==> src/rtl/epl_write_sequencer_if.sv <==
// Handshake/bus bundle between the write requester and epl_write_sequencer.
`ifndef TWORD_WIDTH
`define TWORD_WIDTH 8
`endif
`ifndef ADDR_AYO
`define ADDR_AYO 2
`endif

interface epl_write_sequencer_if;
  logic                    pReq_i;
  logic                    pColSel_i;
  logic [`TWORD_WIDTH-1:0] pWdata_i;
  logic                    pReady_o;
  logic [`ADDR_AYO-1:0]    pAcy_o;
  logic                    pValide_o;
  logic [`TWORD_WIDTH-1:0] pCodeword_o;
  logic                    pBusy_o;
  logic                    pDone_o;

  // Sequencer side
  modport slave (
    input  pReq_i, pColSel_i, pWdata_i,
    output pReady_o, pAcy_o, pValide_o, pCodeword_o, pBusy_o, pDone_o
  );

  // Requester side
  modport master (
    output pReq_i, pColSel_i, pWdata_i,
    input  pReady_o, pAcy_o, pValide_o, pCodeword_o, pBusy_o, pDone_o
  );
endinterface

==> src/rtl/epl_write_sequencer.sv <==
// Write sequencer: holds pValide_o for WR_CYCLES, then REC_CYCLES of recovery,
// with a one-entry pending buffer so back-to-back writes have no idle bubble.
`ifndef TWORD_WIDTH
`define TWORD_WIDTH 8
`endif
`ifndef ADDR_AYO
`define ADDR_AYO 2
`endif

module epl_write_sequencer #(
  parameter int unsigned WR_CYCLES  = 4,
  parameter int unsigned REC_CYCLES = 1
) (
  input  logic                 pClk_i,
  input  logic                 nRst_i,
  epl_write_sequencer_if.slave bus
);
  localparam int TW = `TWORD_WIDTH;
  localparam logic [3:0] WR_LOAD  = 4'(WR_CYCLES);
  localparam logic [3:0] REC_LOAD = 4'(REC_CYCLES);

  typedef enum logic [1:0] {
    S_IDLE    = 2'd0,
    S_WRITE   = 2'd1,
    S_RECOVER = 2'd2
  } state_t;

  state_t                state_q, state_d;
  logic [3:0]            cnt_q, cnt_d;
  logic                  act_sel_q, act_sel_d;
  logic [TW-1:0]         act_data_q, act_data_d;
  logic                  pend_vld_q, pend_vld_d;
  logic                  pend_sel_q, pend_sel_d;
  logic [TW-1:0]         pend_data_q, pend_data_d;
  logic [`ADDR_AYO-1:0]  acy_q, acy_d;
  logic                  valide_q, valide_d;
  logic [TW-1:0]         cw_q, cw_d;
  logic                  busy_q, busy_d;
  logic                  done_q, done_d;
  logic                  accept_s;

  // Column parity bit to one-hot column select.
  function automatic logic [`ADDR_AYO-1:0] col_onehot(input logic sel);
    return sel ? `ADDR_AYO'(2'b10) : `ADDR_AYO'(2'b01);
  endfunction

  // Ready depends only on the pending register, so acceptance never loops back through pReq_i.
  assign accept_s = bus.pReq_i & ~pend_vld_q;

  // Next-state, counter, active and pending register updates.
  always_comb begin
    state_d     = state_q;
    cnt_d       = cnt_q;
    act_sel_d   = act_sel_q;
    act_data_d  = act_data_q;
    pend_vld_d  = pend_vld_q;
    pend_sel_d  = pend_sel_q;
    pend_data_d = pend_data_q;
    case (state_q)
      S_IDLE: begin
        if (accept_s) begin
          state_d    = S_WRITE;
          cnt_d      = WR_LOAD;
          act_sel_d  = bus.pColSel_i;
          act_data_d = bus.pWdata_i;
        end else begin
          state_d = S_IDLE;
          cnt_d   = 4'd0;
        end
      end
      S_WRITE: begin
        if (accept_s) begin
          pend_vld_d  = 1'b1;
          pend_sel_d  = bus.pColSel_i;
          pend_data_d = bus.pWdata_i;
        end else begin
          pend_vld_d = pend_vld_q;
        end
        if (cnt_q <= 4'd1) begin
          state_d = S_RECOVER;
          cnt_d   = REC_LOAD;
        end else begin
          cnt_d = cnt_q - 4'd1;
        end
      end
      S_RECOVER: begin
        if (cnt_q <= 4'd1) begin
          // Last recovery cycle: the pending entry wins over a fresh request.
          if (pend_vld_q) begin
            state_d    = S_WRITE;
            cnt_d      = WR_LOAD;
            act_sel_d  = pend_sel_q;
            act_data_d = pend_data_q;
            pend_vld_d = 1'b0;
          end else if (accept_s) begin
            state_d    = S_WRITE;
            cnt_d      = WR_LOAD;
            act_sel_d  = bus.pColSel_i;
            act_data_d = bus.pWdata_i;
          end else begin
            state_d = S_IDLE;
            cnt_d   = 4'd0;
          end
        end else begin
          cnt_d = cnt_q - 4'd1;
          if (accept_s) begin
            pend_vld_d  = 1'b1;
            pend_sel_d  = bus.pColSel_i;
            pend_data_d = bus.pWdata_i;
          end else begin
            pend_vld_d = pend_vld_q;
          end
        end
      end
      default: begin
        state_d    = S_IDLE;
        cnt_d      = 4'd0;
        pend_vld_d = 1'b0;
      end
    endcase
  end

  // Output values for the coming cycle, decoded from the next state so outputs are registers.
  always_comb begin
    busy_d   = (state_d != S_IDLE);
    valide_d = (state_d == S_WRITE);
    done_d   = (state_d == S_RECOVER) && (cnt_d == 4'd1);
    acy_d    = busy_d ? col_onehot(act_sel_d) : `ADDR_AYO'(2'b00);
    cw_d     = busy_d ? act_data_d : '0;
  end

  // State, datapath and output registers; reset aborts any in-flight or pending write.
  always_ff @(posedge pClk_i or negedge nRst_i) begin
    if (!nRst_i) begin
      state_q     <= S_IDLE;
      cnt_q       <= 4'd0;
      act_sel_q   <= 1'b0;
      act_data_q  <= '0;
      pend_vld_q  <= 1'b0;
      pend_sel_q  <= 1'b0;
      pend_data_q <= '0;
      acy_q       <= `ADDR_AYO'(2'b00);
      valide_q    <= 1'b0;
      cw_q        <= '0;
      busy_q      <= 1'b0;
      done_q      <= 1'b0;
    end else begin
      state_q     <= state_d;
      cnt_q       <= cnt_d;
      act_sel_q   <= act_sel_d;
      act_data_q  <= act_data_d;
      pend_vld_q  <= pend_vld_d;
      pend_sel_q  <= pend_sel_d;
      pend_data_q <= pend_data_d;
      acy_q       <= acy_d;
      valide_q    <= valide_d;
      cw_q        <= cw_d;
      busy_q      <= busy_d;
      done_q      <= done_d;
    end
  end

  assign bus.pReady_o    = ~pend_vld_q;
  assign bus.pAcy_o      = acy_q;
  assign bus.pValide_o   = valide_q;
  assign bus.pCodeword_o = cw_q;
  assign bus.pBusy_o     = busy_q;
  assign bus.pDone_o     = done_q;

endmodule

==> src/flat_wrapper.sv <==
// flat-port wrapper written by rule: the top's interface ports become plain ports
module epl_write_sequencer_flat 
#(
  parameter int unsigned WR_CYCLES  = 4,
  parameter int unsigned REC_CYCLES = 1
)
  (pClk_i, nRst_i, bus_pReq_i, bus_pColSel_i, bus_pWdata_i, bus_pReady_o, bus_pAcy_o, bus_pValide_o, bus_pCodeword_o, bus_pBusy_o, bus_pDone_o);
  epl_write_sequencer_if bus_i ();
  input  logic pClk_i;
  input  logic nRst_i;
  input wire logic [$bits(bus_i.pReq_i)-1:0] bus_pReq_i;
  input wire logic [$bits(bus_i.pColSel_i)-1:0] bus_pColSel_i;
  input wire logic [$bits(bus_i.pWdata_i)-1:0] bus_pWdata_i;
  output wire logic [$bits(bus_i.pReady_o)-1:0] bus_pReady_o;
  output wire logic [$bits(bus_i.pAcy_o)-1:0] bus_pAcy_o;
  output wire logic [$bits(bus_i.pValide_o)-1:0] bus_pValide_o;
  output wire logic [$bits(bus_i.pCodeword_o)-1:0] bus_pCodeword_o;
  output wire logic [$bits(bus_i.pBusy_o)-1:0] bus_pBusy_o;
  output wire logic [$bits(bus_i.pDone_o)-1:0] bus_pDone_o;
  assign bus_i.pReq_i = bus_pReq_i;
  assign bus_i.pColSel_i = bus_pColSel_i;
  assign bus_i.pWdata_i = bus_pWdata_i;
  assign bus_pReady_o = bus_i.pReady_o;
  assign bus_pAcy_o = bus_i.pAcy_o;
  assign bus_pValide_o = bus_i.pValide_o;
  assign bus_pCodeword_o = bus_i.pCodeword_o;
  assign bus_pBusy_o = bus_i.pBusy_o;
  assign bus_pDone_o = bus_i.pDone_o;
  epl_write_sequencer #(.WR_CYCLES(WR_CYCLES), .REC_CYCLES(REC_CYCLES)) u_core (.pClk_i(pClk_i), .nRst_i(nRst_i), .bus(bus_i));
endmodule
==> config.mk <==
export PLATFORM = sky130hd
export DESIGN_NAME = epl_write_sequencer_flat
export DESIGN_NICKNAME = d
export VERILOG_FILES = /design/src/rtl/epl_write_sequencer_if.sv /design/src/rtl/epl_write_sequencer.sv /design/src/flat_wrapper.sv
export SDC_FILE = /design/constraint.sdc
export NUM_CORES = 1
export LEC_CHECK = 0
export BUFFER_PORTS_ARGS = -buffer_cell sky130_fd_sc_hd__buf_2
export CAP_MARGIN = 40
export CORE_UTILIZATION = 40
export DETAILED_ROUTE_END_ITERATION = 7
export SLEW_MARGIN = 20
export SYNTH_ARGS = -nofsm -noshare
export SYNTH_HDL_FRONTEND = slang
export SYNTH_SLANG_ARGS = --single-unit
==> constraint.sdc <==
create_clock -name pClk_i -period 5.7 [get_ports pClk_i]
set_input_delay 0.855 -clock pClk_i [delete_from_list [all_inputs] [get_ports pClk_i]]
set_output_delay 0.855 -clock pClk_i [all_outputs]
set_load 0.05 [all_outputs]
**Word-level counts from Yosys, hierarchy flattened**

Cells that the tools add are included.

- RAM bits: 0
- Bits in read-only memories: 0
- Bits in latches: 0
- Input port bits: 12
- Register bits: 38
- Word-level logic and storage cells: 57
- Output and inout bits: 14
- Memories: 0

- Multipliers: 0
- Divide/modulo/power cells: 0
- Mux-type cells: 30
- $lt $le $gt $ge: 1
- Equal/unequal tests: 6
- Reduce and logical (&&, ||, !) cells: 5
- Bitwise operators: 2
- Add/sub/neg operators: 1
- Shifts and indexed selects: 0

Operator list:

| cell | number |
|---|---|
| two-way mux 8 bit | 6 |
| one-hot mux 8 bit (2 select lines) | 2 |
| two-way mux 4 bit | 3 |
| one-hot mux 4 bit (3 select lines) | 1 |
| two-way mux 1 bit | 9 |
| two-way mux 2 bit | 4 |
| one-hot mux 2 bit (3 select lines) | 1 |
| equality test 2 x 1 -> 1 bit, second input constant | 2 |
| equality test 2 bit, second input constant | 2 |
| equality test 4 x 1 -> 1 bit, second input constant | 1 |
| less-or-equal comparator 4 x 1 -> 1 bit, second input constant | 1 |
| one-hot mux 1 bit (2 select lines) | 2 |
| nonzero test 2 bit | 2 |
| subtractor 4 x 1 -> 4 bit, second input constant | 1 |
| two-way mux 3 bit | 1 |
| one-hot mux 1 bit (3 select lines) | 1 |
| logical NOT 2 bit | 1 |
| inequality test 2 bit, second input constant | 1 |
| AND reduction 2 bit | 1 |
| AND 1 bit | 1 |
| logical AND 1 bit | 1 |
| NOT 1 bit | 1 |

**Depth between registers and ports, before layout**

Gate-level depths: netlist (run 1).

- Depth after elaboration: 8
- Gate-level depth with buffers: 8

**Worst setup path before layout (run 1)**

Ideal clock, no wire load.

- Path type: reg2out
- From: register u_core.pend_vld_q
- To: output bus_pReady_o
- Cell stages (with the launch flop): 3
- Setup slack: 3658 ps
- Required time: 4845 ps
- Data arrival time: 1187 ps
- Cell sequence: dfrtp_1 -> clkinv_1 -> buf_1

- Longest elaborated chain between the ends: 1

Ends and longest elaborated chain:

| what | line | RTL |
|---|---|---|
| start, declared | epl_write_sequencer.sv:32 | `logic pend_vld_q, pend_vld_d;` |
| start signal, assigned | epl_write_sequencer.sv:152 | `pend_vld_q <= pend_vld_d;` |
| NOT 1 bit | epl_write_sequencer.sv:163 | `assign bus.pReady_o = ~pend_vld_q;` |
| end, declared | flat_wrapper.sv:14 | `output wire logic [$bits(bus_i.pReady_o)-1:0] bus_pReady_o;` |

No other way between the ends.

**Final worst setup path (run 1)**

- From: register u_core.state_q[0]
- To: register u_core.cw_q[5], in the netlist u_core.bus.pCodeword_o[5]

- Longest elaborated chain between the ends: 4
- Elaborated cells on any way between the ends: 9
- Those cells by class: eq/ne (2); mux (5); reduce/logical (2)

Ends and longest elaborated chain:

| what | line | RTL |
|---|---|---|
| start, declared | epl_write_sequencer.sv:28 | `state_t state_q, state_d;` |
| start signal, assigned | epl_write_sequencer.sv:148 | `state_q <= state_d;` |
| equality test 2 bit (tied with other cells) | epl_write_sequencer.sv:59 | `case (state_q)` |
| one-hot mux 2 bit (3 select lines) | epl_write_sequencer.sv:59 |  |
| nonzero test 2 bit | epl_write_sequencer.sv:125 | `busy_d = (state_d != S_IDLE);` |
| two-way mux 8 bit * | epl_write_sequencer.sv:129 | `cw_d = busy_d ? act_data_d : '0;` |
| named net u_core.cw_d[5] | epl_write_sequencer.sv:37 | `logic [TW-1:0] cw_q, cw_d;` |
| end signal, assigned | epl_write_sequencer.sv:157 | `cw_q <= cw_d;` |
| end, declared | epl_write_sequencer.sv:37 |  |

Mark *: on every way through the listed nets, which the timed path passes. The rest lies on a longest branch.
A chain may end at the register's enable or synchronous reset.

==> results of run 1 <==
## layout make-up
cell class	count	area [µm²]	share of cell area, %
multi-input combinational	135	989.7	42.71
tap	67	83.83	3.618
clock inverter	1	5.005	0.2160
clock buffer	7	86.33	3.726
sequential	38	950.9	41.04
inverter	9	33.78	1.458
timing repair buffer	28	167.7	7.235
## path summary, 6_finish.rpt
check | startpoint | to | depth (start not counted)
max in group asynchronous | nRst_i | u_core.act_data_q[2] | 2
min in group pClk_i | u_core.pend_data_q[3] | u_core.pend_data_q[3] | 1
setup / recovery | u_core.state_q[0] | u_core.bus.pCodeword_o[5] | 6
hold / removal | nRst_i | u_core.pend_vld_q | 1
setup reg to reg | u_core.state_q[0] | u_core.bus.pCodeword_o[5] | 6
hold reg to reg | u_core.pend_data_q[3] | u_core.pend_data_q[3] | 1
## metal layers
metal  global-route usage [%]  vias up
met1                    24.32      736
met3                    4.420        5
met4                    5.882        0
met5                        0        -
li1                         -      752
met2                    25.72       32
## stage by stage
step / instances / hold slack (ps) / area [µm²] / utilization [%] / power [µW]
6_report: 285 / 514.0 / 2317 / 48.42 / 1437
5_1_grt: 285 / 535.2 / 2317 / 48.42 / 1555
4_1_cts: 285 / 517.5 / 2317 / 48.42 / 1451
3_5_place_dp: 277 / 498.2 / 2226 / 46.51 / 1257
3_3_place_gp: 275 / 500.3 / 2191 / 45.78 / 1249
2_1_floorplan: 191 / 480.0 / 2024 / - / 1098
## cells in the mapped netlist, types with 2 or more instances
cell type  instances
clkinv_1           3
o221a_2            8
inv_1              6
mux2_2            11
ha_1               6
a21oi_1           10
buf_2              4
and2_1             2
or2_2              2
buf_1              2
nor2_1            10
mux2i_1           17
nor3b_1            2
nand2_1           26
o2111ai_1          8
nand3_1           10
dfrtp_1           38
## state kept, by name, summed over array words and instances, names as in the netlist
register / cells
u_core.state_q: 2
u_core.cnt_q: 4
u_core.act_sel_q: 1
u_core.bus.pBusy_o: 1
u_core.bus.pAcy_o: 2
u_core.pend_vld_q: 1
u_core.act_data_q: 8
u_core.bus.pCodeword_o: 8
u_core.pend_sel_q: 1
u_core.bus.pDone_o: 1
u_core.bus.pValide_o: 1
u_core.pend_data_q: 8
## where the power goes
| group | internal, µW | total (µW) | switching [µW] |
|---|---|---|---|
| sequential | 390 | 466 | 75.7 |
| clock | 97.6 | 188 | 90.8 |
| combinational | 293 | 783 | 489 |
## cells by family after synthesis
family                     synth area share, %
xor gates and xnor gates                0.8654
AOI/OAI and AO/OA                        15.21
muxes                                    14.52
buffers and inverters                    4.141
and+or+nand+nor                          14.59
DFF                                      46.97
adders and majority gates                3.708
==> out/summary.txt, run 1 <==
Worst Max-Slew Pin Slew: 793.0 ps
CTS clk-pin slew, worst paths: 70 ps
vias in the first global route: 1428
CTS HTree Levels: 2
pin count of the biggest net entering global routing: 23
cell at the root of the clock tree: clkbuf_8
postcts setup bufs: 0
area delta synth->final: 14.46%
P_leak: 0.001089 µW
Starting Density: 42.30%
Crit-path slowest cell: ha_1
most frequent cells in the layout: dfrtp_1, nand2_1, buf_2
first-pass GRT wire length: 6.962 mm
FF+latch count, synth: 38
GR Overflow Total: 0
syn_nets: 209
Fin. Hold Viols: 0
Die Y: 73.14 µm
gpl congestion: 0.7538
TritonCTS clock tree: built
synthesized area per cell: 10.60 µm²
max frequency: 358.4 MHz
Synth top area share: 46.97%
Ys Warns: 0
Async SR Flop Fraction: 100.0%
PostCTS Resize Cnt: 0
critical path data arrival time: 2990 ps
commonest non-fill, non-tap cell in the layout: dfrtp_1
max layer used: met4
DRT iter0 DRCs: 109
largest area contributor in the netlist: dfrtp_1
max-cap viol count: 0
I/O pin cnt: 26
drt total wl: 4.036 mm
post-DP HPWL: 2.795 mm
Clock Tree Buf Depth: 2
Synth cell types: 43
met1 WL: 2.022 mm
r2r setup slk: 2910 ps
Ant. Diodes: 0
Layout Skew: 3.984 ps
sequential-to-total area share from yosys stat: 46.97%
CP Class: flip-flop to flip-flop
nets: 235
endpoint class of the critical path: flip-flop
worst slack at placement: 2906 ps
input/output buffers: 25
clock latency on the worst-skew pair: 280 ps
layout cells sized above 1: 27.52%
Die ar.: 5349 µm²
Final Cycle Share: 48.95%
Period minus WS final: 2790 ps
Slew Limit Headroom: 47.13%
ys flop type: dfrtp_1
Synth area leaders: dfrtp_1, mux2i_1, mux2_2
setup_tns: 0 ps
family with the most delay on the worst path: compound AO/OA/AOI/OAI gates
CP Cell Sequence: inv_1, ha_1, clkinv_1, o32ai_1, a32oi_2, a31oi_1
crit-path max FO: 22
VDD IR-drop max: 0.0002423 V
Worst Path Required: 5900 ps
Die W: 73.14 µm
Worst Hold Class: input pin to async pin
Vias: 1525
Post-DRT Antenna Nets: 0
final slew viol count: 0
core box area: 4786 µm²
number of synthesized flops with an enable pin: 0
cell area after synthesis: 2024 µm²
Via density: 5.351
max incr delay on CP: 680 ps
setup slack after layout: 2910 ps
Pwr per Cell Area: 620.1 nW/µm²
metal2 WL: 1.762 mm
fill count: 455
Startpoint Class: flip-flop
DRC: 0
CP bufs+invs: 2
Syn Inst Count: 191
WL/cell: 14.16 µm
unrepaired setup endpoints after global routing: no
initial antenna violation count: 0
met3 WL: 208 µm
TritonRoute pass-1 iters: 4
TritonCTS Buffers: 5
Final setup viols: 0
clock sinks: 38
Rows: 25
Hold Buf Count CTS: 0
All-Layer GR Usage: 17.27%
status: completed
Note: power is estimated with default switching activity, not from simulation.
==> run 2: changes to the inputs <==
clock period = 2.65 ns   (was 5.7 ns; I/O delays follow)
==> run 2 against run 1 <==
Effect of this change: clock power rose to 3.1 times the previous value; via count about the same; sequential share of layout area is 1.6 points lower; combinational power is 120% higher; critical endpoint is now u_core.pend_data_q[4]; largest power group unchanged.
==> out/summary.txt, run 2 (synthesis results as in run 1) <==
status: completed
initial antenna violation count: 0
critical path data arrival time: 2210 ps
first-pass GRT wire length: 7.224 mm
layout cells sized above 1: 29.91%
Final Power: 3347 µW
PostCTS Resize Cnt: 0
DP Area: 2271 µm²
drt total wl: 4.207 mm
Worst Path Required: 2830 ps
TritonCTS clock tree: built
nets: 241
Die ar.: 5349 µm²
TritonCTS Buffers: 5
Final Cycle Share: 76.86%
TritonRoute pass-1 iters: 4
cell at the root of the clock tree: clkbuf_8
vias in the first global route: 1459
Post-DRT Antenna Nets: 0
max-cap viol count: 0
Layout Skew: 9.173 ps
Worst Hold Class: input pin to async pin
final slew viol count: 0
unrepaired setup endpoints after global routing: no
clock sinks: 38
Period minus WS final: 2037 ps
crit-path max FO: 9
Final setup viols: 0
Critical Path Sink: u_core.pend_data_q[4]
Hold Buf Count CTS: 0
reg2reg path depth: 7
Die Y: 73.14 µm
WL/cell: 14.46 µm
input/output buffers: 25
clock latency on the worst-skew pair: 290 ps
CP Class: flip-flop to flip-flop
area delta synth->final: 18.97%
pin count of the biggest net entering global routing: 21
post-DP HPWL: 2.930 mm
r2r setup slk: 610 ps
max frequency: 491.0 MHz
Startpoint Class: flip-flop
gpl congestion: 0.7792
Pwr per Cell Area: 1390 nW/µm²
setup_tns: 0 ps
Clock Tree Buf Depth: 2
P_leak: 0.001139 µW
Fin. Hold Viols: 0
VDD IR-drop max: 0.0005072 V
fill count: 462
GR Overflow Total: 0
fin util: 50.33%
Starting Density: 42.30%
Reg-to-Reg End: u_core.pend_data_q[4]
Slew Limit Headroom: 64.57%
core box area: 4786 µm²
postcts setup bufs: 0
CTS HTree Levels: 2
Via density: 5.237
CP Launch Point: u_core.cnt_q[0]
Hold WS: 60.95 ps
DRC: 0
endpoint class of the critical path: flip-flop
DRT iter0 DRCs: 89
Die W: 73.14 µm
Rows: 25
most frequent cells in the layout: dfrtp_1, nand2_1, buf_2
Worst Max-Slew Pin Slew: 528.2 ps
cell area after layout: 2409 µm²
I/O pin cnt: 26
Vias: 1524
R2R Path Start: u_core.cnt_q[0]
All-Layer GR Usage: 17.95%
CTS clk-pin slew, worst paths: 70 ps
commonest non-fill, non-tap cell in the layout: dfrtp_1
Ant. Diodes: 0
-- run 2: worst max-delay path, cell delays in order, from the launching register on --
cell and delay (ps):
dfrtp_1 400, inv_1 80, ha_1 230, or2_2 300
nand3_1 130, nor3b_1 190, buf_4 240, mux2_2 350
-- run 2: routing by layer --
layer,vias to the layer above,track usage [%],routed length [µm],share of wire [%]
met5,-,0,0,0
met4,0,6.972,68,1.6
met3,7,4.144,164,3.9
met2,33,26.65,1838,44
met1,723,25.26,2136,51
li1,761,-,-,-
-- run 2: how the worst min path moves through the flow --
stage	endpoint	slack, ps	cells after the start
2_1_floorplan	u_core.act_data_q[0]	100	0
3_3_place_gp	u_core.pend_data_q[6]	500	1
3_5_place_dp	u_core.bus.pDone_o	390	1
4_1_cts	u_core.bus.pDone_o	70	1
5_1_grt	u_core.pend_data_q[2]	90	1
6_report	u_core.bus.pDone_o	60	1
-- run 2: final cells by class --
class	count	area, µm²	area share (%)
clock buffer	5	68.82	2.857
sequential	38	950.9	39.48
tap	67	83.83	3.481
timing repair buffer	34	212.7	8.831
multi-input combinational	135	989.7	41.09
clock inverter	3	68.82	2.857
inverter	9	33.78	1.403
-- run 2: through the flow --
stage          std cells  setup WS, ps
2_1_floorplan        191         797.7
3_3_place_gp         282         608.8
3_5_place_dp         283         615.5
4_1_cts              291         606.3
5_1_grt              291         441.6
6_report             291         613.2
-- run 2: power by group --
part | total [µW] | internal [µW] | switching [µW]
clock | 587 | 377 | 209
sequential | 1000 | 839 | 165
combinational | 1760 | 692 | 1070
==> run 3: changes to the inputs <==
clock period = 1.7 ns   (was 2.65 ns; I/O delays follow)
==> run 3 against run 2 <==
Effect of this change: the flow now finishes with violations (negative setup slack); utilization rose by 7.3 points; combinational power grew 100%; highest routed layer unchanged; sequential share of layout area decreased by 5.0 points; first-iteration DRC count shrank 22%; total power is 82% higher; hold slack improved by 160 ps; flip-flop and latch count did not move; maximum frequency grew 13%; count of clock-buffer cells in the layout did not move; critical path depth did not move; global-route usage is 1.9 points higher; non-clock buffer count rose by 28.
==> out/summary.txt, run 3 (synthesis results as in run 1) <==
family with the most delay on the worst path: simple AND/OR/NAND/NOR gates
Hold WS: 220.8 ps
CTS clk-pin slew, worst paths: 80 ps
setup_tns: -1274 ps
gpl congestion: 0.8257
fin util: 57.65%
layout cells sized above 1: 45.24%
most frequent cells in the layout: dfrtp_1, buf_4, nand2_1, buf_2, mux2i_1
max-cap viol count: 0
Vias: 1681
R2R Path Start: u_core.cnt_q[1]
setup slack after layout: -100.4 ps
Ant. Diodes: 0
placed cell count: 308
reg2reg path depth: 7
TritonCTS Buffers: 5
Final Cycle Share: 105.9%
drt total wl: 4.825 mm
max incr delay on CP: 380 ps
cell at the root of the clock tree: clkbuf_8
failing checks: negative setup slack
post-DP HPWL: 3.295 mm
VDD IR-drop max: 0.0009074 V
Post-Layout Cell Count: 319
Final setup viols: 22
CP bufs+invs: 2
pin count of the biggest net entering global routing: 22
unrepaired setup endpoints after global routing: yes
worst min-delay path startpoint: bus_pWdata_i[1]
area delta synth->final: 36.28%
GR Overflow Total: 0
WL/cell: 15.13 µm
Die W: 73.14 µm
Worst Hold Class: input pin to flip-flop
Hold Path Depth: 2
clock sinks: 38
max frequency: 555.4 MHz
Startpoint Class: flip-flop
All-Layer GR Usage: 19.88%
DRC: 0
fill count: 423
CTS HTree Levels: 2
final slew viol count: 0
FF/Latch Area: 950.9 µm²
Starting Density: 42.30%
Via density: 5.270
Worst Path Required: 1880 ps
first-pass GRT wire length: 7.893 mm
endpoint class of the critical path: flip-flop
Worst Hold Path EP: u_core.pend_data_q[1]
Reg-to-Reg End: u_core.pend_data_q[5]
commonest non-fill, non-tap cell in the layout: dfrtp_1
Post-DRT Antenna Nets: 0
Layout Skew: 7.257 ps
Fin. Hold Viols: 0
nets: 269
P_leak: 0.001314 µW
DRT iter0 DRCs: 69
r2r setup slk: -100 ps
Pwr per Cell Area: 2209 nW/µm²
Die Y: 73.14 µm
critical path data arrival time: 1980 ps
Crit-path slowest cell: dfrtp_1
Slew Limit Headroom: 71.41%
CP Launch Point: u_core.cnt_q[1]
TritonRoute pass-1 iters: 4
status: complete, but fails checks
multi-input logic area: 1111 µm²
Rows: 25
I/O pin cnt: 26
vias in the first global route: 1625
clock latency on the worst-skew pair: 300 ps
initial antenna violation count: 0
Clock Tree Buf Depth: 2
Period minus WS final: 1800 ps
Die ar.: 5349 µm²
CP Cell Sequence: inv_2, ha_2, or2_4, nand3_2, nor3b_4, buf_6, mux2_4
Worst Max-Slew Pin Slew: 428.8 ps
TritonCTS clock tree: built
crit-path max FO: 3
core box area: 4786 µm²
CP Class: flip-flop to flip-flop
input/output buffers: 25
[run 3: final cells by class]
class	instances	area share [%]
flip-flops and latches	38	34.47
well taps	67	3.039
inverters	9	1.270
clock buffers	5	2.494
repair buffers	62	15.96
clock inverters	3	2.494
multi-input cells	135	40.27
[run 3: metal layers]
layer | wire, µm | global-route usage (%) | vias up
met4 | 45 | 5.664 | 0
li1 | - | - | 816
met5 | 0 | 0 | -
met2 | 2229 | 30.76 | 34
met3 | 183 | 5.525 | 5
met1 | 2367 | 27.11 | 826
[run 3: report_power, final]
group | internal (µW) | switching (µW)
Combinational | 1660 | 1930
Sequential | 1310 | 261
Clock | 588 | 343
Total | 3560 | 2540
[run 3: how the worst max path moves through the flow]
stage / cells past startpoint / slack, ps / to
floorplan: 6 / 4 / u_core.bus.pValide_o
global placement: 7 / -80 / u_core.bus.pDone_o
detailed placement: 7 / -130 / u_core.bus.pDone_o
CTS: 7 / -80 / u_core.pend_data_q[4]
global route: 7 / -160 / u_core.pend_data_q[2]
finish: 7 / -100 / u_core.pend_data_q[5]
[run 3: worst reg2reg max path, delay by kind of cell (launching register included)]
| family | cells | cell delay [ps] |
|---|---|---|
| flops | 1 | 380 |
| simple gates | 3 | 600 |
| fa+ha+maj | 1 | 180 |
| buf+inv | 2 | 220 |
| mux | 1 | 300 |
[run 3: what timing repair did]
item	in CTS	in global routing
setup buffers	1	2
setup endpoints to repair	24	27
hold buffers	1	0
endpoints found under the hold margin	17	0
resized for setup	30	6
pin swaps	8	2
[run 3: metrics by stage]
stage / area, µm² / worst slack, ps / power [µW]
floorplan: 2042 / 4.169 / 3714
global placement: 2466 / -77.65 / 4766
detailed placement: 2466 / -128.2 / 4780
CTS: 2716 / -79.53 / 6002
global route: 2759 / -161.8 / 6484
finish: 2759 / -100.4 / 6095
